$ cat src/rtl/multicycle_main_fsm.sv
// Main control FSM of the multicycle RV32I core: datapath enables/selects and alu_op for alu_decoder.
// Optional illegal-opcode trap state and illegal_instr port: define FSM_ILLEGAL_TRAP_EN.
module multicycle_main_fsm #(
  parameter int WAIT_LIMIT = 15,
  parameter int CNT_W      = 4
) (
  input  logic       clk,
  input  logic       rst_n,
  input  logic [6:0] op,
  input  logic       zero,
  input  logic       mem_ready,
  output logic       pc_write,
  output logic       adr_src,
  output logic       mem_write,
  output logic       ir_write,
  output logic [1:0] result_src,
  output logic [1:0] alu_src_a,
  output logic [1:0] alu_src_b,
  output logic       reg_write,
  output logic [1:0] alu_op,
  output logic       mem_timeout
`ifdef FSM_ILLEGAL_TRAP_EN
  ,
  output logic       illegal_instr
`endif
);

  // state    | meaning
  // FETCH    | read instruction at PC, PC+4 written when memory is ready
  // DECODE   | compute branch/jump target into ALUOut, dispatch on opcode
  // MEMADR   | rs1 + imm for lw/sw
  // MEMREAD  | data memory read, waits on mem_ready
  // MEMWB    | load data written back to rd
  // MEMWRITE | data memory write, held until mem_ready
  // EXECR    | rs1 op rs2
  // EXECI    | rs1 op imm
  // ALUWB    | ALUOut written back to rd
  // JAL      | PC <- target, oldPC+4 into ALUOut
  // BEQ      | rs1 - rs2, PC <- target when zero
  // TRAP     | illegal opcode, held until reset (trap build only)

  typedef enum logic [3:0] {
    S_FETCH    = 4'd0,
    S_DECODE   = 4'd1,
    S_MEMADR   = 4'd2,
    S_MEMREAD  = 4'd3,
    S_MEMWB    = 4'd4,
    S_MEMWRITE = 4'd5,
    S_EXECR    = 4'd6,
    S_EXECI    = 4'd7,
    S_ALUWB    = 4'd8,
    S_JAL      = 4'd9,
    S_BEQ      = 4'd10,
    S_TRAP     = 4'd11
  } state_t;

  localparam logic [6:0] OP_LW  = 7'b0000011;
  localparam logic [6:0] OP_SW  = 7'b0100011;
  localparam logic [6:0] OP_R   = 7'b0110011;
  localparam logic [6:0] OP_I   = 7'b0010011;
  localparam logic [6:0] OP_JAL = 7'b1101111;
  localparam logic [6:0] OP_BEQ = 7'b1100011;

  localparam logic [CNT_W-1:0] LIMIT = CNT_W'(WAIT_LIMIT);

  state_t           state_q, state_d;
  logic             pc_update, branch;
  logic             ir_load, mem_wr_req, rf_wr;
  logic [CNT_W-1:0] wait_left;
  logic             timeout_q;
  logic             mem_state, waiting;

  always_ff @(posedge clk) begin
    if (!rst_n) state_q <= S_FETCH;
    else        state_q <= state_d;
  end

  always_comb begin
    state_d = state_q;
    case (state_q)
      S_FETCH:    if (mem_ready) state_d = S_DECODE;
      S_DECODE: begin
        case (op)
          OP_LW, OP_SW: state_d = S_MEMADR;
          OP_R:         state_d = S_EXECR;
          OP_I:         state_d = S_EXECI;
          OP_JAL:       state_d = S_JAL;
          OP_BEQ:       state_d = S_BEQ;
`ifdef FSM_ILLEGAL_TRAP_EN
          default:      state_d = S_TRAP;
`else
          default:      state_d = S_FETCH;
`endif
        endcase
      end
      S_MEMADR:   state_d = op[5] ? S_MEMWRITE : S_MEMREAD;
      S_MEMREAD:  if (mem_ready) state_d = S_MEMWB;
      S_MEMWB:    state_d = S_FETCH;
      S_MEMWRITE: if (mem_ready) state_d = S_FETCH;
      S_EXECR:    state_d = S_ALUWB;
      S_EXECI:    state_d = S_ALUWB;
      S_ALUWB:    state_d = S_FETCH;
      S_JAL:      state_d = S_ALUWB;
      S_BEQ:      state_d = S_FETCH;
`ifdef FSM_ILLEGAL_TRAP_EN
      S_TRAP:     state_d = S_TRAP;
`endif
      default:    state_d = S_FETCH;
    endcase
  end

  always_comb begin
    pc_update  = 1'b0;
    branch     = 1'b0;
    ir_load    = 1'b0;
    mem_wr_req = 1'b0;
    rf_wr      = 1'b0;
    adr_src    = 1'b0;
    result_src = 2'b00;
    alu_src_a  = 2'b00;
    alu_src_b  = 2'b00;
    alu_op     = 2'b00;
    case (state_q)
      S_FETCH: begin
        alu_src_b  = 2'b10;
        result_src = 2'b10;
        ir_load    = mem_ready;
        pc_update  = mem_ready;
      end
      S_DECODE: begin
        alu_src_a = 2'b01;
        alu_src_b = 2'b01;
      end
      S_MEMADR: begin
        alu_src_a = 2'b10;
        alu_src_b = 2'b01;
      end
      S_MEMREAD:  adr_src = 1'b1;
      S_MEMWB: begin
        result_src = 2'b01;
        rf_wr      = 1'b1;
      end
      S_MEMWRITE: begin
        adr_src    = 1'b1;
        mem_wr_req = 1'b1;
      end
      S_EXECR: begin
        alu_src_a = 2'b10;
        alu_op    = 2'b10;
      end
      S_EXECI: begin
        alu_src_a = 2'b10;
        alu_src_b = 2'b01;
        alu_op    = 2'b10;
      end
      S_ALUWB:    rf_wr = 1'b1;
      S_JAL: begin
        alu_src_a = 2'b01;
        alu_src_b = 2'b10;
        pc_update = 1'b1;
      end
      S_BEQ: begin
        alu_src_a = 2'b10;
        alu_op    = 2'b01;
        branch    = 1'b1;
      end
      default: ;
    endcase
  end

  // Write enables are gated by rst_n so an in-flight write never completes under reset.
  assign pc_write  = rst_n & (pc_update | (branch & zero));
  assign ir_write  = rst_n & ir_load;
  assign mem_write = rst_n & mem_wr_req;
  assign reg_write = rst_n & rf_wr;

  // Down-counter of remaining tolerated not-ready cycles; terminal count sets the sticky flag.
  assign mem_state = (state_q == S_FETCH) || (state_q == S_MEMREAD) || (state_q == S_MEMWRITE);
  assign waiting   = mem_state && !mem_ready;

  always_ff @(posedge clk) begin
    if (!rst_n) begin
      wait_left <= LIMIT;
      timeout_q <= 1'b0;
    end else begin
      if (state_d != state_q)
        wait_left <= LIMIT;
      else if (waiting && (wait_left != '0))
        wait_left <= wait_left - CNT_W'(1);
      if ((WAIT_LIMIT != 0) && waiting && (wait_left == CNT_W'(1)))
        timeout_q <= 1'b1;
    end
  end

  assign mem_timeout = timeout_q;

`ifdef FSM_ILLEGAL_TRAP_EN
  assign illegal_instr = (state_q == S_TRAP);
`endif

endmodule

$ cat config.mk
export PLATFORM = sky130hd
export DESIGN_NAME = multicycle_main_fsm
export DESIGN_NICKNAME = d
export VERILOG_FILES = /design/src/rtl/multicycle_main_fsm.sv
export SDC_FILE = /design/constraint.sdc
export NUM_CORES = 1
export LEC_CHECK = 0
export CAP_MARGIN = 15
export CORE_MARGIN = 2
export CORE_UTILIZATION = 35
export DETAILED_ROUTE_END_ITERATION = 16
export GPL_TIMING_DRIVEN = 0
export PLACE_DENSITY = 0.61
export SLEW_MARGIN = 40
export SYNTH_ARGS = -nofsm -noshare
export SYNTH_HDL_FRONTEND = slang
export SYNTH_SLANG_ARGS = --single-unit
$ cat constraint.sdc
create_clock -name clk -period 4.5 [get_ports clk]
set_input_delay 0.9 -clock clk [delete_from_list [all_inputs] [get_ports clk]]
set_output_delay 0.9 -clock clk [all_outputs]
set_load 0.01 [all_outputs]
==> results of run 1 <==
-- state kept, by name, indices dropped and copies added (netlist names) --
name and count:
mem_timeout 1, wait_left 4, state_q 4
-- power breakdown --
group | internal [mW] | leakage [nW] | total [mW] | switching (mW)
sequential | 0.0814 | 0.0731 | 0.0839 | 0.00247
combinational | 0.0273 | 0.381 | 0.0510 | 0.0237
clock | 0.0341 | 0.0150 | 0.0618 | 0.0277
-- layer usage --
layer	part of all wire	track usage	routed length (µm)
met4	0.025	0.1125	55
met1	0.47	0.2322	1027
met3	0.042	0.01667	91
met5	0	0	0
met2	0.46	0.2785	1015
-- final timing paths --
| path | startpoint | end | slack (ns) | cells past startpoint |
|---|---|---|---|---|
| worst max-delay path | mem_ready | pc_write | 1.08 | 4 |
| worst min register to register | mem_timeout | mem_timeout | 0.48 | 2 |
| worst min-delay path | mem_timeout | mem_timeout | 0.48 | 2 |
| worst max register to register | state_q[0] | wait_left[3] | 2.53 | 6 |
-- synth_stat cells (all sizes together) --
cell,number
o2111ai,2
o21bai,1
nor4,3
nand3b,2
clkbuf,1
nor2b,4
o32ai,1
a2111oi,2
nor3,4
o21ai,2
o211a,1
and3b,1
or2,1
and2,4
and3,2
a311o,1
mux2,1
nand2b,3
buf,6
xnor2,3
a32oi,1
mux2i,3
nand2,8
dfxtp,9
inv,7
a31oi,2
o21ba,1
a211oi,1
nor3b,2
a41oi,1
or3,1
nand3,4
o21a,2
nor4b,1
a21oi,9
xor2,1
nor2,11
a21boi,2
ha,2
-- logic make-up after synthesis --
family / after synthesis / synth area share
fa+ha+maj: 2 / 0.02849
simple gates: 51 / 0.3262
xor+xnor: 4 / 0.03989
flops: 9 / 0.2051
mux: 4 / 0.04701
compound gates: 29 / 0.2721
buf+inv: 14 / 0.08119
-- critical path, stage by stage --
cell and delay (ns):
clkdlybuf4s50_1 0.56, a21oi_1 0.09, a2111oi_0 0.37, clkdlybuf4s50_1 0.60
-- final cells by class --
cell class / count / area share
clock buffers: 4 / 0.02222
plain buffers: 7 / 0.03810
repair buffers: 24 / 0.2032
inverters: 7 / 0.02222
flip-flops and latches: 9 / 0.1524
well taps: 30 / 0.03175
multi-input cells: 90 / 0.5302
==> run metrics, run 1 <==
chip width=54.10 µm; pre-CTS setup slack=1.069 ns; post-route clock period utilization=0.7591; Pwr per Cell Area=166.3 nW/µm²; Least-Margin Pin Slew=0.4164 ns; Final Util=0.4861; CTS tree=built; DRT Pass-1 Iters=4; Ys Warns=0; Synth top area share=0.2051; Tot Pwr=196.6 µW; Hold Vio Cnt, Final=0; vias per cell=5.304; Synth area leader=dfxtp_1; CTS Buffer Depth=2; Area Overhead vs Synth=34.61%; dpl cell area=1156 µm²; post-synthesis cell count=113; Post-Syn Area=878.3 µm²; post-DP HPWL=1713 µm; Worst setup SP type=input pin; Post-Route WL=2189 µm; Netlist cell types=43; Crit. End Element=output pin; post-layout worst setup margin=1.084 ns; fin crit period=3.416 ns; routed vias=907; max_slew headroom=0.7224; Pins Over Slew Limit=0; #FFs+latches synth=9; Finished Layout Cells=171; post-CTS sizing=0; Post-CTS Hold Buffers=0; Synth area leaders=dfxtp_1, a21oi_1, nor2_1; final setup fails=0; FILL cells=258; ratio of cells with drive above 1 in the final layout=0.1064; crit path DAT=2.52 ns; I/O pins=25; multi-input logic area=626.9 µm²; Clk Tree Root Cell=clkbuf_4; Max Freq=292.7 MHz; Max FO, Critical Path=5; Worst Hold Class=flop to flop; Seq. cell area=180.2 µm²; htree depth=1; required time worst endpoint=3.60 ns; die area=2926 µm²; TNS Setup=0 ns; most common cell after layout, fill and taps aside=clkdlybuf4s50_1; clock-pin slew on the worst setup and hold paths=0.06 ns; Net Count, Synth=126; Core ar.=2432 µm²; Antenna Nets Post-Route=0; overall routing resource usage=0.1779; RSZ-0062 raised after global routing=no; Clk Latency, worst-skew pair=0.26 ns; # diodes=0; clock sinks=9; Detailed Route Iter0 Violations=16; nets@finish=155; TritonCTS Buffers=3; Die H=54.10 µm; final hold slack=0.4793 ns; most frequent cells in the layout=clkdlybuf4s50_1, nor2_1, a21oi_1, dfxtp_1, nand2_1; largest net degree at the start of global routing=11; wire per inst=12.80 µm; Static Leak=0.4693 nW; initial antenna violation count=0; Placer Congestion=0.7939; Setup CP Type=input pin to output pin; Port Buffers=24; GR Overflow Total=0; vias in the first global route=845; Max Cap Violations=0; Starting Density=0.3611; Worst VDD drop=0.0001769 V; Clock Skews=0.002995 ns; post-synthesis sequential area ratio=0.2051; Post-CTS Setup Bufs=0; remaining routing DRC violations=0; cell area after layout=1182 µm²; placed insts=167; Synth Area per Inst=7.773 µm²; first-pass GRT wire length=3829 µm; status=completed; row count=18
Power figures use the tool's default switching activity.
==> run 2, diff against run 1 <==
--- a/config.mk
+++ b/config.mk
@@ -10,7 +10,7 @@
 export CORE_UTILIZATION = 35
 export DETAILED_ROUTE_END_ITERATION = 16
 export GPL_TIMING_DRIVEN = 0
-export PLACE_DENSITY = 0.61
+export PLACE_DENSITY = 0.63
 export SLEW_MARGIN = 40
 export SYNTH_ARGS = -nofsm -noshare
 export SYNTH_HDL_FRONTEND = slang
==> constraint.sdc (replaced) <==
create_clock -name clk -period 2.7 [get_ports clk]
set_input_delay 0.54 -clock clk [delete_from_list [all_inputs] [get_ports clk]]
set_output_delay 0.54 -clock clk [all_outputs]
set_load 0.01 [all_outputs]
==> run 2 against run 1 <==
  * Core utilization grew 0.46 points
  * Clock power grew 75%
  * Power up 70%
  * Register-to-register slack got worse by 1.7 ns
  * Die area stayed put
  * Wire length decreased by 0.14%
  * Critical endpoint is now reg_write
  * Final area up 0.95%
  * Final cell count did not move
  * Sequential cell count stayed put
  * Largest power group unchanged
==> run metrics, run 2 (synthesized netlist as in run 1, its figures left out) <==
RSZ-0062 raised after global routing=no; Max Freq=407.8 MHz; Static Leak=0.4986 nW; nets@finish=155; ratio of cells with drive above 1 in the final layout=0.1418; post-DP HPWL=1727 µm; required time worst endpoint=2.16 ns; crit path DAT=1.91 ns; worst hold stages=2; Worst VDD drop=0.0002557 V; Antenna Nets Post-Route=0; Setup CP Type=flop to output pin; max_slew headroom=0.7440; Core ar.=2432 µm²; die area=2926 µm²; Starting Density=0.3611; Clock Skews=0.004069 ns; Least-Margin Pin Slew=0.3800 ns; Detailed Route Iter0 Violations=9; post-layout worst setup margin=0.2475 ns; final setup fails=0; clock-pin slew on the worst setup and hold paths=0.07 ns; Crit. End Element=output pin; hold_sp=mem_timeout; wire per inst=12.78 µm; RR Endpoint=wait_left[0]; FF-to-FF Start=state_q[2]; GR Overflow Total=0; chip width=54.10 µm; Reg2Reg Depth=6; Hold Vio Cnt, Final=0; I/O pins=25; Port Buffers=24; Worst setup SP type=flop; placed insts=167; Area Overhead vs Synth=35.90%; Pins Over Slew Limit=0; Max FO, Critical Path=10; most frequent cells in the layout=clkdlybuf4s50_1, nor2_1, a21oi_1, nand2_1, dfxtp_1; routed vias=926; vias per cell=5.415; overall routing resource usage=0.1673; TritonCTS Buffers=3; remaining routing DRC violations=0; Die H=54.10 µm; DRT Pass-1 Iters=4; Post-Route WL=2186 µm; Clk Latency, worst-skew pair=0.27 ns; htree depth=1; initial antenna violation count=0; first-pass GRT wire length=3643 µm; internal reg-to-reg setup slack=0.85 ns; CTS Buffer Depth=2; row count=18; CTS tree=built; Worst Hold Class=flop to flop; Max Cap Violations=0; clock sinks=9; most common cell after layout, fill and taps aside=clkdlybuf4s50_1; status=completed; fin crit period=2.452 ns; pre-CTS setup slack=-0.03777 ns; worst hold path endpoint=mem_timeout; Placer Congestion=0.8411; vias in the first global route=841; final hold slack=0.4768 ns; largest net degree at the start of global routing=11; Clk Tree Root Cell=clkbuf_4; Pwr per Cell Area=279.5 nW/µm²; Finished Layout Cells=171; post-route clock period utilization=0.9083; # diodes=0; Post-CTS Setup Bufs=0
[run 2: per-layer routing]
layer / vias up / routed length (µm) / part of all wire / GRT usage
met3: 7 / 98 / 0.045 / 0.01389
met2: 31 / 1047 / 0.48 / 0.2724
li1: 466 / - / - / -
met4: 0 / 52 / 0.024 / 0.08333
met1: 422 / 988 / 0.45 / 0.2204
met5: - / 0 / 0 / 0
[run 2: worst max-delay path, cell delays in order (launching register included)]
cell             delay (ns)
dfxtp_1                0.36
buf_2                  0.23
clkbuf_2               0.25
nand2_1                0.08
a21oi_1                0.16
clkdlybuf4s50_1        0.55
[run 2: repair_timing]
action / CTS / global route
gates cloned: 0 / 0
hold buffers: 0 / 0
resized for setup: 5 / 2
setup endpoints to repair: 1 / 3
pin swaps: 0 / 0
[run 2: cell type report]
type                            count  area, µm²
Fill cell                         263       1239
Tap cell                           30      37.54
Sequential cell                     9      181.4
Clock inverter                      1      5.005
Inverter                            7      26.28
Buffer                              7      50.05
Clock buffer                        3      22.52
Timing Repair Buffer               24      241.5
Multi-Input combinational cell     90      629.4
[run 2: worst max path at each step]
stage / endpoint / slack (ns) / start / cells past startpoint
2_1_floorplan: pc_write / 0.56 / state_q[1] / 5
3_3_place_gp: pc_write / -0.02 / mem_ready / 4
3_5_place_dp: pc_write / -0.04 / mem_ready / 4
4_1_cts: alu_src_b[1] / 0.10 / state_q[3] / 5
5_1_grt: alu_src_b[1] / 0.09 / state_q[3] / 5
6_report: reg_write / 0.25 / state_q[3] / 5
[run 2: metrics by stage]
step	utilization	TNS (ns)	area [µm²]	total power, mW
2_1_floorplan	-	0	878.3	0.1895
3_3_place_gp	0.4753	-0.01844	1156	0.2264
3_5_place_dp	0.4753	-0.03777	1156	0.2279
4_1_cts	0.4892	0	1190	0.3364
5_1_grt	0.4907	0	1194	0.3498
6_report	0.4907	0	1194	0.3336
[run 2: report_power, final]
| part | switching (mW) | internal [mW] |
|---|---|---|
| sequential | 0.00392 | 0.136 |
| combinational | 0.0402 | 0.0456 |
| clock | 0.0533 | 0.0549 |
| total | 0.0974 | 0.236 |
==> run 3, diff against run 2 <==
--- a/config.mk
+++ b/config.mk
@@ -11,6 +11,7 @@
 export DETAILED_ROUTE_END_ITERATION = 16
 export GPL_TIMING_DRIVEN = 0
 export PLACE_DENSITY = 0.63
+export RECOVER_POWER = 100
 export SLEW_MARGIN = 40
 export SYNTH_ARGS = -nofsm -noshare
 export SYNTH_HDL_FRONTEND = slang
==> run 3 against run 2 <==
  * Clock-buffer cell count is the same
  * Via count shrank 0.32%
  * Register-to-register slack lost 0.22 ns
  * Maximum frequency shrank 1.3%
  * Critical path depth grew 1
  * Setup slack lost 0.034 ns
==> run metrics, run 3 (synthesized netlist as in run 1, its figures left out) <==
die area=2926 µm²; TritonCTS Buffers=3; sw frac=0.2900; I/O pins=25; GR Overflow Total=0; Switch Pwr=94.66 µW; Worst VDD drop=0.0002548 V; Clk Latency, worst-skew pair=0.26 ns; post-route clock period utilization=0.9207; routed vias=923; ratio of cells with drive above 1 in the final layout=0.1206; Crit. End Element=output pin; Antenna Nets Post-Route=0; htree depth=1; Max Cap Violations=0; crit path DAT=1.95 ns; chip width=54.10 µm; Worst Hold Class=flop to flop; clock-pin slew on the worst setup and hold paths=0.07 ns; Pwr per Cell Area=282.4 nW/µm²; Starting Density=0.3611; CTS Buffer Depth=2; Comb power frac=0.245; max_slew headroom=0.6139; RSZ-0062 raised after global routing=no; Clk pwr share=0.326; power share of the sequential group=0.428; Static Leak=0.4939 nW; Post-CTS Setup Bufs=0; Finished Layout Cells=171; Area Overhead vs Synth=31.62%; wire per inst=12.84 µm; placed insts=167; remaining routing DRC violations=0; Tot Pwr=326.5 µW; first-pass GRT wire length=3643 µm; Placer Congestion=0.8411; crit-path cells=buf_6, buf_2, inv_1, nor2_1, and2_1, dlygate4sd3_1; Clock Skews=0.004294 ns; dpl cell area=1156 µm²; Die H=54.10 µm; row count=18; # diodes=0; Hold Vio Cnt, Final=0; most common cell after layout, fill and taps aside=clkdlybuf4s50_1; status=completed; Port Buffers=24; final setup fails=0; cell area after layout=1156 µm²; Least-Margin Pin Slew=0.5757 ns; Setup CP Type=flop to output pin; vias in the first global route=841; Worst setup SP type=flop; slowest CP cell=dlygate4sd3_1; Clk Tree Root Cell=clkbuf_4; nets@finish=155; CTS tree=built; largest net degree at the start of global routing=11; delay of the slowest critical-path stage=0.61 ns; Pins Over Slew Limit=0; clock sinks=9; Core ar.=2432 µm²; vias per cell=5.398; most frequent cells in the layout=clkdlybuf4s50_1, nor2_1, dlygate4sd3_1, a21oi_1; Max Freq=402.3 MHz; fin crit period=2.486 ns; Detailed Route Iter0 Violations=10; Post-Route WL=2195 µm; Max FO, Critical Path=10; initial antenna violation count=0; overall routing resource usage=0.1673; Pint=231.8 µW; post-DP HPWL=1727 µm; DRT Pass-1 Iters=4; required time worst endpoint=2.16 ns
## run 3: cell type report
type                    instances  area, µm²
fillers                       273       1276
flip-flops and latches          9      181.4
inverters                       7      26.28
multi-input cells              90      600.6
clock buffers                   3      22.52
well taps                      30      37.54
repair buffers                 24      232.7
plain buffers                   7      50.05
clock inverters                 1      5.005
## run 3: what timing repair did
action,4_1_cts,5_1_grt
gates resized for setup,5,2
endpoints found under the setup margin,1,3
hold buffers,0,0
cloned,0,0
## run 3: critical path: cells and delay by family (launching register included)
kind | cells | cell delay [ns]
buffers and inverters | 4 | 1.09
and+or+nand+nor | 2 | 0.26
DFF | 1 | 0.33
## run 3: power groups by stage
stage | Clock [mW] | Combinational, mW | Sequential (mW)
3_5_place_dp | 0 | 0.0855 | 0.142
4_1_cts | 0.111 | 0.0863 | 0.140
6_report | 0.107 | 0.0801 | 0.140
3_3_place_gp | 0 | 0.0840 | 0.142
2_1_floorplan | 0 | 0.0481 | 0.141
5_1_grt | 0.114 | 0.0898 | 0.140
## run 3: final timing paths
check                               endpoint  slack, ns  cells after the start   startpoint
worst max-delay path               alu_op[1]       0.21                      6   state_q[2]
worst max register to register  wait_left[1]       0.63                      6   state_q[3]
worst min-delay path             mem_timeout       0.47                      2  mem_timeout
worst min register to register   mem_timeout       0.47                      2  mem_timeout
## run 3: per-stage QoR
stage                       util  setup WS (ns)  hold slack [ns]  setup TNS [ns]
final                     0.4753         0.2140           0.4706               0
after global routing      0.4753        0.06349           0.5006               0
after CTS                 0.4892         0.1013           0.4894               0
after detailed placement  0.4753       -0.03777           0.4744        -0.03777
after global placement    0.4753       -0.01844           0.4627        -0.01844
after floorplan                -         0.5614           0.5003               0
## run 3: per-layer routing
layer	part of all wire	global-route usage	wire [µm]
met5	0	0	0
met2	0.49	0.2724	1071
met1	0.45	0.2204	987
met3	0.049	0.01389	107
met4	0.013	0.08333	28
